--- config.mk ---
export PLATFORM = sky130hd
export DESIGN_NAME = text_line_renderer
export DESIGN_NICKNAME = d
export VERILOG_FILES = /design/src/rtl/text_line_renderer.sv
export SDC_FILE = /design/constraint.sdc
export NUM_CORES = 1
export LEC_CHECK = 0
export CAP_MARGIN = 20
export CORE_ASPECT_RATIO = 0.75
export CORE_MARGIN = 3
export CORE_UTILIZATION = 46
export CTS_BUF_LIST = sky130_fd_sc_hd__clkbuf_8 sky130_fd_sc_hd__clkbuf_16
export DETAILED_ROUTE_END_ITERATION = 8
export HOLD_SLACK_MARGIN = 0.12
export PLACE_DENSITY = 0.92
export SETUP_SLACK_MARGIN = 0.3
export SYNTH_ARGS = -nofsm -noshare
export SYNTH_HDL_FRONTEND = slang
export SYNTH_SLANG_ARGS = --single-unit
--- constraint.sdc ---
create_clock -name Clk -period 7.7 [get_ports Clk]
set_input_delay 1.925 -clock Clk [delete_from_list [all_inputs] [get_ports Clk]]
set_output_delay 1.925 -clock Clk [all_outputs]
set_load 0.05 [all_outputs]
--- src/rtl/text_line_renderer.sv ---
`default_nettype none
// ============================================================================
// Module   : text_line_renderer
// Purpose  : Four-stage read pipeline from the HUD text RAM and the 8x16 font
//            ROM to a per-pixel text_on flag. Define TEXT_BLINK_EN to add
//            blinking for characters that have bit 7 set.
// Revision : 1.0 - initial release
// ============================================================================
module text_line_renderer #(
    parameter int TEXT_X0 = 16,
    parameter int TEXT_Y0 = 8,
    parameter int COLS    = 40,
    parameter int LINES   = 4,
    parameter int ADDR_W  = 8
) (
    input  logic              Clk,
    input  logic              Reset,
    input  logic              pixel_en,
    input  logic [9:0]        DrawX,
    input  logic [9:0]        DrawY,
    output logic [ADDR_W-1:0] read_address,
    input  logic [7:0]        char_code,
    output logic [10:0]       font_addr,
    input  logic [7:0]        font_data,
    output logic              text_on,
    output logic              out_valid
);

    localparam logic [10:0] c_X_LO = 11'(TEXT_X0);
    localparam logic [10:0] c_X_HI = 11'(TEXT_X0 + 8 * COLS);
    localparam logic [10:0] c_Y_LO = 11'(TEXT_Y0);
    localparam logic [10:0] c_Y_HI = 11'(TEXT_Y0 + 16 * LINES);

    logic [9:0]        w_dx, w_dy;
    logic              w_inwin;
    logic [ADDR_W-1:0] w_col, w_line;
    logic              w_blink_off;

    logic [ADDR_W-1:0] read_address_q, read_address_d;
    logic              s1_valid_q, s1_valid_d;
    logic              s1_inwin_q, s1_inwin_d;
    logic [2:0]        s1_px_q, s1_px_d;
    logic [3:0]        s1_row_q, s1_row_d;
    logic              s2_valid_q, s2_inwin_q;
    logic [2:0]        s2_px_q;
    logic [3:0]        s2_row_q;
    logic              s3_valid_q, s3_inwin_q, s3_blank_q;
    logic [2:0]        s3_px_q;
    logic              text_on_q, out_valid_q;

    assign w_dx    = DrawX - c_X_LO[9:0];
    assign w_dy    = DrawY - c_Y_LO[9:0];
    assign w_inwin = ({1'b0, DrawX} >= c_X_LO) && ({1'b0, DrawX} < c_X_HI) &&
                     ({1'b0, DrawY} >= c_Y_LO) && ({1'b0, DrawY} < c_Y_HI);
    assign w_col   = ADDR_W'(w_dx[9:3]);
    assign w_line  = ADDR_W'(w_dy[9:4]);

    always_comb begin
        read_address_d = read_address_q;
        s1_valid_d     = pixel_en;
        s1_inwin_d     = pixel_en & w_inwin;
        s1_px_d        = w_dx[2:0];
        s1_row_d       = w_dy[3:0];
        if (pixel_en && w_inwin) begin
            read_address_d = w_line * ADDR_W'(COLS) + w_col;
        end
    end

`ifdef TEXT_BLINK_EN
    logic [5:0] frame_cnt_q;

    always_ff @(posedge Clk) begin
        if (Reset) begin
            frame_cnt_q <= 6'd0;
        end else if (pixel_en && DrawX == 10'd0 && DrawY == 10'd0) begin
            frame_cnt_q <= frame_cnt_q + 6'd1;
        end
    end

    // Blinking characters spend the upper half of the 64-frame period dark.
    assign w_blink_off = char_code[7] & frame_cnt_q[5];
`else
    logic unused_blink;
    assign unused_blink = char_code[7];
    assign w_blink_off  = 1'b0;
`endif

    always_ff @(posedge Clk) begin
        if (Reset) begin
            read_address_q <= '0;
            s1_valid_q     <= 1'b0;
            s1_inwin_q     <= 1'b0;
            s1_px_q        <= 3'd0;
            s1_row_q       <= 4'd0;
            s2_valid_q     <= 1'b0;
            s2_inwin_q     <= 1'b0;
            s2_px_q        <= 3'd0;
            s2_row_q       <= 4'd0;
            s3_valid_q     <= 1'b0;
            s3_inwin_q     <= 1'b0;
            s3_blank_q     <= 1'b0;
            s3_px_q        <= 3'd0;
            text_on_q      <= 1'b0;
            out_valid_q    <= 1'b0;
        end else begin
            read_address_q <= read_address_d;
            s1_valid_q     <= s1_valid_d;
            s1_inwin_q     <= s1_inwin_d;
            s1_px_q        <= s1_px_d;
            s1_row_q       <= s1_row_d;
            s2_valid_q     <= s1_valid_q;
            s2_inwin_q     <= s1_inwin_q;
            s2_px_q        <= s1_px_q;
            s2_row_q       <= s1_row_q;
            s3_valid_q     <= s2_valid_q;
            s3_inwin_q     <= s2_inwin_q;
            s3_px_q        <= s2_px_q;
            s3_blank_q     <= (char_code[6:0] < 7'h20) | w_blink_off;
            // Bit 7 is the leftmost pixel, so the bit index is 7-px, i.e. ~px.
            text_on_q      <= s3_valid_q & s3_inwin_q & ~s3_blank_q & font_data[~s3_px_q];
            out_valid_q    <= s3_valid_q;
        end
    end

    assign read_address = read_address_q;
    assign font_addr    = {char_code[6:0], s2_row_q};
    assign text_on      = text_on_q;
    assign out_valid    = out_valid_q;

endmodule
`default_nettype wire

==> metrics, run 1 <==
crit end category primary output; Setup TNS Final 0 ns; hold_buf cts 0; I/O pin total 60; layout cell share with drive strength beyond 1 0.0725; Max transition margin 0.542; Yosys top cell area share 0.443; switching share of power 0.238; gr ovfl total 0; core box area 3060 um^2; worst-case register-to-register setup slack 6.43 ns; DR iter-0 viols 40; syn nets 199; DR WL met2 ~1600 um; Slew Viols, Final 0; largest net degree at the start of global routing 34; Die Wd 72.7 um; ANT nets after route 0; vias per cell between 5 and 6; Reg area between 600 and 700 um^2; CTS tree done; pwr/cell area 196 nW/um^2; unrepaired setup endpoints after global routing no; n_diodes 0; VDD IR max ~0.000078 V; Port Buf Inserts 48; synth cell count leaders 34 x dfxtp_1, 23 x nor2b_1, 11 x ha_1; Final period util 0.667; Clk pwr share 0.379; drt wl/cell 13.8 um; most common flop cell mapped by yosys dfxtp_1; crit path DAT 3.21 ns; Multi-input gate area between 700 and 800 um^2; Starting Density 0.501; Tmin final between 5 and 6 ns; met3 WL 233 um; Mapped Area 1540 um^2; clock-pin slew of the registers on the worst-case setup and hold paths 0.06 ns; first drt pass iteration count 4; max-cap viol count 0; Layout Utilization 0.690; final wirelength 3190 um; CP max-delay cell clkdlybuf4s50_1; via count ~1.2k; first-pass GRT wire length 5440 um; Root Driver clkbuf_8; post-DP HPWL 2520 um; dominant cell type by area after synthesis dfxtp_1; # DRC 0; Req. time, crit path 5.78 ns; Syn Inst Count 148; CP Max Fanout 2; CTS buffer count 5; Synth warnings 0; Seq cells post-synth 34; dominant cells by area after synthesis dfxtp_1 44%, nor2b_1 9.4%, ha_1 9.0%; total track usage 0.169; initial antenna violation count 0; GP Congestion 0.880; Comb power frac 0.181; Switching Power 0.0983 mW; CTS-repair resized insts 0; postcts setup bufs 0; status complete, no violations; Max Used Layer met4; Async S/R FF share, synth 0; most common cell in the netlist dfxtp_1; M1 wire length 1320 um; EDFF count, synth 0; Worst-Margin Slew 0.681 ns; Worst-Skew Late Latency 0.28 ns; CTS Sinks 34; Synth Area per Inst 10.4 um^2; leak pwr 0.830 nW; CP Buf/Inv Count 2; max incr delay on CP 0.80 ns; Layout Skew 0.00510 ns; vias in the first global route 1252; die area about 4100 um^2; critical-path cell list clkdlybuf4s50_1 > clkdlybuf4s50_1; Crit path top cell by count clkdlybuf4s50_1; crit path kind in2out; Max Freq 195 MHz; Bufs on Longest Clock Path 2; min-delay worst type reg2reg; Int Power roughly 0.32 mW; Fill cells between 200 and 250; H-tree depth 2; Layout area overhead 37.7%; final setup vio count 0; Final Hold Vio Count 0; Die H 56.0 um; FP Rows 17; cell family with most CP delay buffers and inverters; part of the power in registers 0.441; Layout Nets 243; Seq/Total Area, Yosys 0.443; CP startpoint kind primary input; distinct cell type count after synthesis 30
## area by class of cell
type	instances	share of cell area
timing repair buffer	49	0.239
clock inverter	3	0.0189
clock buffer	5	0.0325
tap	38	0.0225
sequential	34	0.322
multi-input combinational	97	0.356
inverter	5	0.00888
## sequential cells by signal, indices dropped and copies added (netlist names), 3 cells and up
| register | count |
|---|---|
| s2_row_q | 4 |
| s3_px_q | 3 |
| s2_px_q | 3 |
| s1_px_q | 3 |
| s1_row_q | 4 |
| read_address | 8 |
## cells in the final DEF (no fill, tap or decap), types with 2 or more instances in the layout
cell type and count:
o31ai_1 2, nor3_1 4, inv_1 5, o21ai_0 6, nor2b_1 23, clkbuf_8 5
nor3b_1 2, nand3_1 7, clkinv_2 2, a21oi_1 10, ha_1 11, dfxtp_1 34
a311oi_1 3, nor2_1 2, clkdlybuf4s50_1 48, xnor2_1 5, mux4_2 2, a21o_1 2
xor2_1 6, nand2_1 2
## per-layer routing
metal | vias to the layer above | GRT usage
li1 | 590 | -
met1 | 516 | 0.199
met2 | 42 | 0.293
met3 | 11 | 0.0397
met4 | 0 | 0.0658
met5 | - | 0
## cell families (layout without fill, tap and decap cells)
kind of cell    after synthesis  count (layout)  share of synthesized area
xor+xnor                     11              11                     0.0628
flops                        34              34                      0.443
mux                           3               3                     0.0359
fa+ha+maj                    12              12                      0.103
compound gates               25              25                      0.103
buf+inv                      17              62                     0.0660
simple gates                 46              46                      0.187
## power by group through the flow
stage / Combinational [mW] / Clock [mW] / Sequential, mW
after floorplan: 0.0461 / 0 / 0.191
after global placement: 0.0713 / 0 / 0.186
after detailed placement: 0.0729 / 0 / 0.186
after CTS: 0.0736 / 0.159 / 0.182
after global routing: 0.0824 / 0.168 / 0.183
final: 0.0748 / 0.157 / 0.182
## worst paths after layout
check,start,end,cells after the start
setup / recovery,char_code[5],font_addr[9],2
hold / removal,s3_blank_q,text_on,1
setup reg to reg,s3_px_q[0],text_on,3
hold reg to reg,s3_blank_q,text_on,1
## through the flow
stage                     power [mW]  hold WS, ns  std cells  instance area [um^2]  setup slack (ns)
final                          0.414        0.400        231                  2110              2.57
after floorplan                0.237        0.373        148                  1540              3.68
after global placement         0.257        0.385        222                  1980              2.57
after detailed placement       0.259        0.402        222                  1980              2.57
after global routing           0.433        0.429        231                  2110              2.54
after CTS                      0.415        0.406        230                  2090              2.57
Note: power is estimated with default switching activity, not from simulation.
==> inputs of run 2 (changes only) <==
Settings changed: CORE_UTILIZATION 46 to 43, PLACE_DENSITY 0.92 to 0.87.
Clock period 7.7 ns to 4.8 ns, I/O delays scaled along.
==> run 2 against run 1 <==
Compared with the run above:
- setup slack lost 1.5 ns
- cell area down 0.30%
- wire length shrank 0.25%
- sequential cell count stayed put
- global-route usage decreased by 1.2 points
- sequential share of layout area up 0.096 points
- combinational power up 63%
- count of clock-buffer cells in the layout rose by 3
- clock power up 52%
- sequential power up 61%
- core utilization down 6.2 points
- critical endpoint is now read_address[7]
- largest power group unchanged
- highest routed layer unchanged
==> metrics, run 2 (same netlist as run 1, synthesis figures left out) <==
unrepaired setup endpoints after global routing no; FF-to-FF End text_on; Worst-Skew Late Latency 0.27 ns (about the same); via count 1185 (+2.2%); ANT nets after route 0 (unchanged); final wirelength 3190 um (-0.25%); # DRC 0 (unchanged); Req. time, crit path 5.00 ns (-0.78 ns); die area 4330 um^2 (+6.3%); Slew Viols, Final 0 (unchanged); Post-Place Worst Slack 0.774 ns (-1.80 ns); H-tree depth 2 (unchanged); Worst Setup SP DrawY[3]; max reg flops 8 (unchanged); initial antenna violation count 0 (unchanged); Max transition margin 0.539 (-0.00341); vias per cell 5.09 (+1.4%); Worst-Margin Slew 0.686 ns (+0.00507 ns); Final period util 0.773; CTS Sinks 34 (unchanged); vias in the first global route 1137 (-9.2%); I/O pin total 60 (unchanged); worst-case register-to-register setup slack 3.57 ns (-2.86 ns); commonest non-fill, non-tap cells in the layout 48 x clkdlybuf4s50_1, 34 x dfxtp_1, 23 x nor2b_1; clock-pin slew of the registers on the worst-case setup and hold paths 0.06 ns (about the same); core box area 3360 um^2 (+9.6%); worst r2r src s3_px_q[0]; GP Congestion 0.818 (-7.1%); pwr/cell area 309 nW/um^2 (+58%); Port Buf Inserts 48 (unchanged); total track usage 0.157 (-0.0122); CTS tree done; Bufs on Longest Clock Path 2 (unchanged); Die H 57.7 um (+3.1%); Final WS setup 1.09 ns (-1.48 ns); gr ovfl total 0 (unchanged); FP Rows 18 (+1); Die Wd 75.0 um (+3.1%); Tmin final 3.71 ns; leak pwr 0.825 nW (-0.64%); status complete, no violations; Max Freq 270 MHz; CP Max Fanout 5 (+3); drt wl/cell 13.7 um (-1.1%); R2R depth 3 (unchanged); crit path DAT 3.91 ns (+0.70 ns); VDD IR max 0.000134 V (+71%); final setup vio count 0 (unchanged); first drt pass iteration count 4 (unchanged); max-cap viol count 0 (unchanged); Layout Nets 243 (unchanged); CTS-repair resized insts 0 (unchanged); Layout Skew 0.00256 ns (-0.00255 ns); postcts setup bufs 0 (unchanged); n_diodes 0 (unchanged); most common cell after layout, fill and taps aside clkdlybuf4s50_1; min-delay worst type reg2reg; Critical Path Sink read_address[7]; layout cell share with drive strength beyond 1 0.0725 (unchanged); post-DP HPWL 2430 um (-3.7%); CP startpoint kind primary input; Final Hold Vio Count 0 (unchanged); hold slack 0.404 ns (+0.00322 ns); CTS buffer count 5 (unchanged); DR iter-0 viols 30 (-25%); crit end category flip-flop; Setup TNS Final 0 ns (unchanged); Starting Density 0.457 (-0.0437); first-pass GRT wire length 5020 um (-7.7%); crit path kind in2reg; Root Driver clkbuf_8; hold_buf cts 0 (unchanged); Layout area overhead 37.3%; largest net degree at the start of global routing 34 (unchanged)
[run 2: cell count changes in the layout (fill, tap and decap cells not counted)]
| cell | previous run | this run |
|---|---|---|
| clkbuf_8 | 5 | 8 |
| bufinv_16 | 1 | 0 |
| clkbuf_16 | 1 | 0 |
| clkinv_2 | 2 | 0 |
| buf_8 | 0 | 1 |
[run 2: cell type report]
| class | count | area [um^2] |
|---|---|---|
| sequential | 34 | 681 |
| tap | 40 | 50.0 |
| clock buffer | 8 | 110 |
| inverter | 5 | 18.8 |
| multi-input combinational | 97 | 753 |
| fill | 296 | 1250 |
| timing repair buffer | 49 | 495 |
[run 2: metrics by stage]
step                      power, mW  instances   util  instance area, um^2
after floorplan               0.380        148      -                 1540
after global placement        0.414        224  0.591                 1980
after detailed placement      0.418        224  0.591                 1980
after CTS                     0.658        232  0.624                 2090
after global routing          0.682        233  0.628                 2110
final                         0.652        233  0.628                 2110
[run 2: worst min path at each step]
stage | startpoint | endpoint | slack, ns | cells after the start
finish | s3_blank_q | text_on | 0.40 | 1
floorplan | s3_blank_q | text_on | 0.37 | 1
CTS | s3_blank_q | text_on | 0.41 | 1
detailed placement | s3_blank_q | text_on | 0.39 | 1
global route | s3_blank_q | text_on | 0.42 | 1
global placement | s3_blank_q | text_on | 0.38 | 1
[run 2: worst max-delay path: stages]
cell,delay [ns]
clkdlybuf4s50_1,0.56
inv_1,0.08
ha_1,0.23
xor2_1,0.32
ha_1,0.31
ha_1,0.31
ha_1,0.31
a21oi_1,0.16
xor2_1,0.18
nand3_1,0.10
a21oi_1,0.14
[run 2: metal layers]
layer  vias to the layer above  global-route usage  wire [um]
li1                        595                   -          -
met4                         0              0.0457         37
met2                        42               0.266       1540
met1                       544               0.181       1360
met5                         -                   0          0
met3                         4              0.0641        248
[run 2: where the power goes]
group,leakage [nW],total (mW),switching [mW],internal [mW]
Clock,0.0575,0.238,0.0932,0.145
Sequential,0.278,0.293,0.00214,0.290
Combinational,0.489,0.122,0.0581,0.0635
